$ cat src/rtl/tpu_cfg_pkg.sv
// Shared register map, bit positions and FSM encoding for the TPU configuration controller.
package tpu_cfg_pkg;

  localparam logic [7:0] ADDR_CTRL    = 8'h00;
  localparam logic [7:0] ADDR_ENABLES = 8'h04;
  localparam logic [7:0] ADDR_STATUS  = 8'h08;
  localparam logic [7:0] ADDR_IRQ_EN  = 8'h0C;
  localparam logic [7:0] ADDR_CYCLES  = 8'h10;
  localparam logic [7:0] ADDR_RUNS    = 8'h14;

  localparam int CTRL_START_BIT    = 0;
  localparam int CTRL_AUTO_CLR_BIT = 1;

  localparam int STAT_BUSY_BIT = 0;
  localparam int STAT_DONE_BIT = 1;
  localparam int STAT_ERR_BIT  = 2;

  localparam logic [1:0] ST_IDLE = 2'd0;
  localparam logic [1:0] ST_RUN  = 2'd1;
  localparam logic [1:0] ST_DROP = 2'd2;

  typedef struct packed {
    logic ctrl;
    logic enables;
    logic status;
    logic irq_en;
  } cfg_wr_t;

  typedef struct packed {
    logic [31:0] ctrl;
    logic [31:0] enables;
    logic [31:0] status;
    logic [31:0] irq_en;
    logic [31:0] cycles;
    logic [31:0] runs;
  } cfg_rd_t;

endpackage

$ cat src/rtl/tpu_cfg_apb_if.sv
// APB slave front end: address decode into write strobes and the combinational read mux.
module tpu_cfg_apb_if
  import tpu_cfg_pkg::*;
(
  input  logic        psel,
  input  logic        penable,
  input  logic        pwrite,
  input  logic [7:0]  paddr,
  input  cfg_rd_t     rd,
  output cfg_wr_t     wr,
  output logic [31:0] prdata,
  output logic        pready
);

  logic        wr_en;
  logic [31:0] rd_word;

  assign wr_en  = psel & penable & pwrite;
  assign pready = 1'b1;

  always_comb begin
    wr      = '0;
    rd_word = '0;
    case (paddr)
      ADDR_CTRL: begin
        wr.ctrl = wr_en;
        rd_word = rd.ctrl;
      end
      ADDR_ENABLES: begin
        wr.enables = wr_en;
        rd_word    = rd.enables;
      end
      ADDR_STATUS: begin
        wr.status = wr_en;
        rd_word   = rd.status;
      end
      ADDR_IRQ_EN: begin
        wr.irq_en = wr_en;
        rd_word   = rd.irq_en;
      end
      ADDR_CYCLES: rd_word = rd.cycles;
      ADDR_RUNS:   rd_word = rd.runs;
      default:     rd_word = '0;
    endcase
  end

  assign prdata = psel ? rd_word : 32'h0;

endmodule

$ cat src/rtl/tpu_cfg_ctrl.sv
// TPU run controller: configuration registers, start/done handshake FSM, cycle and run counters.
module tpu_cfg_ctrl
  import tpu_cfg_pkg::*;
#(
  parameter int CNT_W = 32
) (
  input  logic        clk,
  input  logic        reset,
  input  logic        psel,
  input  logic        penable,
  input  logic        pwrite,
  input  logic [7:0]  paddr,
  input  logic [31:0] pwdata,
  output logic [31:0] prdata,
  output logic        pready,
  output logic        start_tpu,
  input  logic        done_tpu,
  output logic        enable_matmul,
  output logic        enable_norm,
  output logic        enable_pool,
  output logic        enable_activation,
  output logic        irq
);

  cfg_wr_t wr;
  cfg_rd_t rd;

  logic [1:0]       state_q,   state_d;
  logic             start_q,   start_d;
  logic             auto_clr_q, auto_clr_d;
  logic [3:0]       enables_q, enables_d;
  logic             done_q,    done_d;
  logic             err_q,     err_d;
  logic             irq_en_q,  irq_en_d;
  logic [CNT_W-1:0] cnt_q,     cnt_d;
  logic [CNT_W-1:0] cycles_q,  cycles_d;
  logic [7:0]       runs_q,    runs_d;
  logic [CNT_W-1:0] cnt_inc;
  logic             unused_wdata;

  assign unused_wdata = ^pwdata[31:4];

  tpu_cfg_apb_if u_apb_if (
    .psel    (psel),
    .penable (penable),
    .pwrite  (pwrite),
    .paddr   (paddr),
    .rd      (rd),
    .wr      (wr),
    .prdata  (prdata),
    .pready  (pready)
  );

  always_comb begin
    rd                            = '0;
    rd.ctrl[CTRL_START_BIT]       = start_q;
    rd.ctrl[CTRL_AUTO_CLR_BIT]    = auto_clr_q;
    rd.enables[3:0]               = enables_q;
    rd.status[STAT_BUSY_BIT]      = (state_q != ST_IDLE);
    rd.status[STAT_DONE_BIT]      = done_q;
    rd.status[STAT_ERR_BIT]       = err_q;
    rd.irq_en[0]                  = irq_en_q;
    rd.cycles                     = 32'(cycles_q);
    rd.runs[7:0]                  = runs_q;
  end

  assign cnt_inc = (&cnt_q) ? cnt_q : cnt_q + CNT_W'(1);

  // Hardware flag sets come after the W1C clears so a same-cycle set wins.
  always_comb begin
    state_d    = state_q;
    start_d    = start_q;
    auto_clr_d = auto_clr_q;
    enables_d  = enables_q;
    done_d     = done_q;
    err_d      = err_q;
    irq_en_d   = irq_en_q;
    cnt_d      = cnt_q;
    cycles_d   = cycles_q;
    runs_d     = runs_q;

    if (wr.ctrl) begin
      auto_clr_d = pwdata[CTRL_AUTO_CLR_BIT];
      if (!pwdata[CTRL_START_BIT]) start_d = 1'b0;
    end
    if (wr.enables && (state_q == ST_IDLE)) enables_d = pwdata[3:0];
    if (wr.irq_en) irq_en_d = pwdata[0];
    if (wr.status) begin
      if (pwdata[STAT_DONE_BIT]) done_d = 1'b0;
      if (pwdata[STAT_ERR_BIT])  err_d  = 1'b0;
    end

    case (state_q)
      ST_IDLE: begin
        if (wr.ctrl && pwdata[CTRL_START_BIT]) begin
          if (enables_q[0]) begin
            start_d = 1'b1;
            cnt_d   = '0;
            state_d = ST_RUN;
          end else begin
            err_d = 1'b1;
          end
        end
      end
      ST_RUN: begin
        cnt_d = cnt_inc;
        if (done_tpu) begin
          cycles_d = cnt_inc;
          done_d   = 1'b1;
          runs_d   = runs_q + 8'd1;
          if (auto_clr_q) start_d = 1'b0;
          state_d  = ST_DROP;
        end
      end
      ST_DROP: begin
        if (!start_q && !done_tpu) state_d = ST_IDLE;
      end
      default: begin
        state_d = ST_IDLE;
        start_d = 1'b0;
      end
    endcase
  end

  always_ff @(posedge clk) begin
    if (reset) begin
      state_q    <= ST_IDLE;
      start_q    <= 1'b0;
      auto_clr_q <= 1'b0;
      enables_q  <= 4'b0001;
      done_q     <= 1'b0;
      err_q      <= 1'b0;
      irq_en_q   <= 1'b0;
      cnt_q      <= '0;
      cycles_q   <= '0;
      runs_q     <= '0;
    end else begin
      state_q    <= state_d;
      start_q    <= start_d;
      auto_clr_q <= auto_clr_d;
      enables_q  <= enables_d;
      done_q     <= done_d;
      err_q      <= err_d;
      irq_en_q   <= irq_en_d;
      cnt_q      <= cnt_d;
      cycles_q   <= cycles_d;
      runs_q     <= runs_d;
    end
  end

  assign start_tpu         = start_q;
  assign enable_matmul     = enables_q[0];
  assign enable_norm       = enables_q[1];
  assign enable_pool       = enables_q[2];
  assign enable_activation = enables_q[3];
  assign irq               = irq_en_q & (done_q | err_q);

endmodule

$ cat config.mk
export PLATFORM = sky130hd
export DESIGN_NAME = tpu_cfg_ctrl
export DESIGN_NICKNAME = d
export VERILOG_FILES = /design/src/rtl/tpu_cfg_pkg.sv /design/src/rtl/tpu_cfg_apb_if.sv /design/src/rtl/tpu_cfg_ctrl.sv
export SDC_FILE = /design/constraint.sdc
export NUM_CORES = 1
export LEC_CHECK = 0
export BUFFER_PORTS_ARGS = -buffer_cell sky130_fd_sc_hd__buf_2
export CAP_MARGIN = 20
export CORE_ASPECT_RATIO = 0.75
export CORE_MARGIN = 5
export CORE_UTILIZATION = 50
export DETAILED_ROUTE_END_ITERATION = 8
export PLACE_DENSITY = 0.72
export SETUP_SLACK_MARGIN = 0.02
export SLEW_MARGIN = 20
export SYNTH_ARGS = -nofsm -noshare
export SYNTH_HDL_FRONTEND = slang
export SYNTH_SLANG_ARGS = --single-unit
export TNS_END_PERCENT = 10
$ cat constraint.sdc
create_clock -name clk -period 3 [get_ports clk]
set_input_delay 0.6 -clock clk [delete_from_list [all_inputs] [get_ports clk]]
set_output_delay 0.6 -clock clk [all_outputs]
set_load 0.01 [all_outputs]
Yosys cells after proc, flatten, opt, wreduce, memory -nomap -nowiden
Index checks and enable logic that the tools add are counted.

storage, ports and cells
  word-level logic and storage cells = 71
  flip-flop bits (word level) = 83
  input port bits = 46
  output and inout bits = 39

operators by class
  eq/ne operators = 11
  multiplexer cells = 31
  add/subtract/negate cells = 2
  bitwise gates (word level) = 4
  reduce and logical (&&, ||, !) cells = 13

operator list
  kind                     count
  $pmux W32 S6             1
  $mux W32                 4
  $pmux W32 S2             1
  $add A32 B1 Y32 const B  1
  $reduce_and A32 Y1       1
  $mux W1                  19
  $eq A8 B4 Y1 const B     2
  $eq A8 B5 Y1 const B     2
  $add A8 B1 Y8 const B    1
  $eq A8 B3 Y1 const B     1
  $logic_not A8 Y1         1
  $mux W2                  4
  $ne A2 B2 Y1 const B     3
  $pmux W2 S3              1
  $reduce_and A4 Y1        1
  $reduce_bool A2 Y1       2
  $and A1 B1 Y1            3
  $logic_and A1 B1 Y1      3
  $pmux W1 S3              1
  $reduce_and A3 Y1        1
  $eq A2 B1 Y1 const B     1
  $eq A2 B2 Y1 const B     1
  $logic_not A1 Y1         2
  $logic_not A2 Y1         1
  other kinds (3)          3

Logic depth before layout (Yosys ltp)
  depth after elaboration = 7
  gate-level depth with buffers = 8
  depth with buffers taken out = 6

Cells and area by module
A second synthesis with hierarchy kept.

unflattened totals
  cells, all modules = 650
  area, all modules = 5,600.4 sq um

modules (own cells, without submodules)
  module          seq. area each (sq um)  cells each  times used  area each (sq um)
  tpu_cfg_ctrl    1,661.6                 468         1           4,013.8
  tpu_cfg_apb_if  0.0                     182         1           1,586.5

Worst setup path before layout
OpenSTA, ideal clock, no wires.

  path kind = input -> output
  start = in paddr[5]
  end = out prdata[2]
  setup slack = 0.422 ns
  data required time = 2.400 ns
  stages on the path = 6
  arrival time = 1.978 ns
  path buffers = 1
  cells stage by stage = nor4b_1 nand2_1 nor3_1 clkbuf_1 a222oi_1 a21oi_1

between the ends
  cells in the longest elaborated chain, start to end = 3
  elaborated cells on any way between the ends = 8
  classes of those cells = eq/ne (5); mux (2); reduce/logical (1)

ends and longest elaborated chain
  what                                  line                  text
  from (decl)                           tpu_cfg_ctrl.sv:12    input logic [7:0] paddr,
  $eq A8 B5 Y1 (tied with other cells)  tpu_cfg_apb_if.sv:24  case (paddr)
  $pmux W32 S6 *                        tpu_cfg_apb_if.sv:24
  $mux W32 *                            tpu_cfg_apb_if.sv:47  assign prdata = psel ? rd_word : 32'h0;
  to (decl)                             tpu_cfg_ctrl.sv:14    output logic [31:0] prdata,

Mark *: on every way between the ends. The rest lies on a longest branch, timed or not.

Worst setup path after layout
  start = in paddr[5]
  end = out prdata[1]

Same word-level chain as after synthesis.

==> results.json <==
{
  "tightest_slew_ns": 0.972,
  "crit_chain": "buf_2, nor4_1, nand2_1, nor3b_1, a222oi_1, a21oi_1, buf_2",
  "skew_ns": 0.00590,
  "async_reset_ff_frac": 0,
  "cts.sinks": 83,
  "critPathArrivalTime_ns": 2.19,
  "r2r_start": "cnt_q[26]",
  "drv_slew": 0,
  "mostFrequentLayoutCells": "83 x dfxtp_1, 63 x nor2_1, 55 x buf_2",
  "cp_top_family": "simple AND/OR/NAND/NOR gates",
  "die_w_um": 124,
  "grt_usage": 0.232,
  "gr-total-overflow": 0,
  "syn_to_final_growth_pct": 14.4,
  "clk_pin_slew_worst_paths_ns": 0.06,
  "core_region_area_um2": 9620,
  "antenna_left": 0,
  "cp.required_ns": 2.40,
  "period_share": 0.931,
  "ys.flop_type": "dfxtp_1",
  "ys_types": 66,
  "clockBufferDepth": 2,
  "peakVddDrop_mv": 0.275,
  "grt_pass1_vias": 4410,
  "crit_path_max_fanout": 6,
  "placed_cells": 770,
  "avgSynthCellArea_um2": 8.00,
  "powerDensity_nw_per_um2": 405,
  "ctsHoldBuffers": 0,
  "hpwl_um": 10200,
  "fin_crit_ns": 2.79,
  "min-delay-start": "cycles_q[22]",
  "max_cap_viol_count": 0,
  "cts-root-buf": "clkbuf_16",
  "slowest_delay_ns": 0.39,
  "hold_viol_final": 0,
  "routed_wirelength_um": 14000,
  "leakage_nw": 1.93,
  "die-area_um2": 11900,
  "cts_max_level": 3,
  "initial_core_util": 0.510,
  "cts_tree": "yes",
  "hold-path-cell-count": 2,
  "synthCells": 614,
  "hold_path_class": "reg -> reg",
  "tns_ns": 0,
  "yosysSeqAreaShare": 0.338,
  "nets": 697,
  "die_y_um": 95.8,
  "drt-initial-drc-count": 678,
  "antenna_found_initial": 0,
  "final_cells": 786,
  "ys_seq_elements": 83,
  "rrSetupSlack_ns": 0.45,
  "row_count": 31,
  "grt_max_degree": 53,
  "cts_resized": 0,
  "syn-cell-area_um2": 4910,
  "detail_route.wl_per_cell_um": 17.8,
  "routed-via-count": 4898,
  "worst_hold_path.endpoint": "cycles_q[22]",
  "place.gp.congestion": 0.940,
  "yosys_warnings": 0,
  "drc": 0,
  "layout_commonest_cell": "dfxtp_1",
  "drive_gt1_frac": 0.182,
  "fmax_mhz": 358,
  "critical_path.most_common_cell": "buf_2",
  "rsz0062_at_grt": "false",
  "syn_nets": 662,
  "ff2ff_path_depth": 6,
  "io_buffers": 55,
  "crit_type": "in -> out",
  "synth_edf_count": 0,
  "preCtsSetupSlack_ns": 0.308,
  "numCtsBuffers": 9,
  "drt_first_pass_iters": 6,
  "grt_pass1_wl_um": 22400,
  "setup_slack_ns": 0.207,
  "critPathBufInv": 2,
  "diodes": 0,
  "finalSetupViolations": 0,
  "cp_slowest_cell": "nor3b_1",
  "outcome": "completed",
  "slew_headroom": 0.352,
  "post_cts_buffers": 0,
  "clk_latency_ns": 0.34,
  "rr_endpoint": "cycles_q[8]",
  "cp-end-kind": "output pin",
  "worst_setup_path_start_kind": "input port",
  "vias_per_cell": 6.23,
  "ioPinCount": 85
}
how the worst max path moves through the flow:
stage / slack [ns] / start / depth (start not counted) / end
after global placement: 0.33 / paddr[5] / 8 / prdata[2]
final: 0.21 / paddr[5] / 7 / prdata[1]
after detailed placement: 0.31 / paddr[5] / 7 / prdata[1]
after CTS: 0.29 / paddr[5] / 7 / prdata[1]
after global routing: 0.07 / paddr[5] / 7 / prdata[1]
after floorplan: 0.42 / paddr[5] / 6 / prdata[2]
metrics by stage:
| stage | hold slack [ns] | instance area (um^2) | util | total power, mW |
|---|---|---|---|---|
| floorplan | 0.427 | 4910 | - | 1.19 |
| global placement | 0.443 | 5330 | 0.554 | 1.22 |
| detailed placement | 0.467 | 5330 | 0.554 | 1.22 |
| CTS | 0.474 | 5620 | 0.584 | 2.28 |
| global route | 0.481 | 5620 | 0.584 | 2.34 |
| finish | 0.477 | 5620 | 0.584 | 2.27 |
layout make-up:
cell class,instances,area (um^2)
Inverter,16,60.1
Timing Repair Buffer,76,470
Sequential cell,83,1660
Clock buffer,12,256
Fill cell,878,4000
Clock inverter,4,32.5
Multi-Input combinational cell,463,2970
Tap cell,132,165
report_power, final:
| group | switching [mW] | total [mW] | internal [mW] | leakage [nW] |
|---|---|---|---|---|
| clock network | 0.463 | 1.07 | 0.611 | 0.135 |
| registers | 0.00886 | 1.12 | 1.11 | 0.669 |
| logic | 0.0546 | 0.0839 | 0.0293 | 1.13 |
layer usage:
layer	routed length, um	global-route usage	share of wire	vias to the layer above
li1	-	-	-	2347
met1	6510	0.323	0.47	2302
met2	6020	0.355	0.43	224
met3	1300	0.0754	0.093	25
met4	141	0.0465	0.010	0
met5	0	0	0	-
flip-flops by register name, summed over array words and instances (netlist names):
name,count
err_q,1
cnt_q,32
cycles_q,32
start_tpu,1
runs_q,8
irq_en_q,1
done_q,1
state_q,2
auto_clr_q,1
enables_q,4
cells by family (layout without fill, tap and decap cells):
kind of cell,Yosys count,in the layout,synth area share
adders and majority gates,2,2,0.00510
other,1,1,0.000764
and+or+nand+nor,273,273,0.307
buffers and inverters,68,108,0.0591
xor gates and xnor gates,25,25,0.0446
AOI/OAI and AO/OA,152,152,0.225
DFF,83,83,0.338
muxes,10,10,0.0209
synth_stat cells, types with 3 or more instances:
library cell	instances	area (um^2)
a311oi_1	8	70.1
nor3b_1	3	22.5
xor2_1	7	61.3
buf_2	13	65.1
or4_4	3	33.8
nand4_1	15	93.8
nand2_1	49	184
a21oi_1	19	95.1
nor4_1	9	56.3
buf_4	4	30.0
a211oi_1	22	165
o21ai_0	28	140
a211o_1	3	26.3
clkbuf_2	3	15.0
clkbuf_1	30	113
or4b_2	3	30.0
a31oi_1	25	156
nand3b_1	6	45.0
nor2b_1	6	37.5
dfxtp_1	83	1660
mux2i_1	8	80.1
nor4b_1	4	35.0
a2111oi_2	4	60.1
a22oi_1	7	52.6
inv_1	16	60.1
and4_1	4	35.0
and3_1	29	181
or4_1	5	37.5
nor3_1	11	55.1
nand3_1	24	120
nand2b_1	7	43.8
nor2_1	64	240
and2_1	6	37.5
a21o_1	5	37.5
o31a_1	4	35.0
xnor2_1	18	158
or3_1	13	81.3
o211ai_1	7	52.6
o21a_1	4	30.0
worst min-delay path, stage by stage (launching register included):
cell	delay, ns
dfxtp_1	0.31
nand2_1	0.05
a21oi_1	0.06
(Power assumes the default switching activity.)
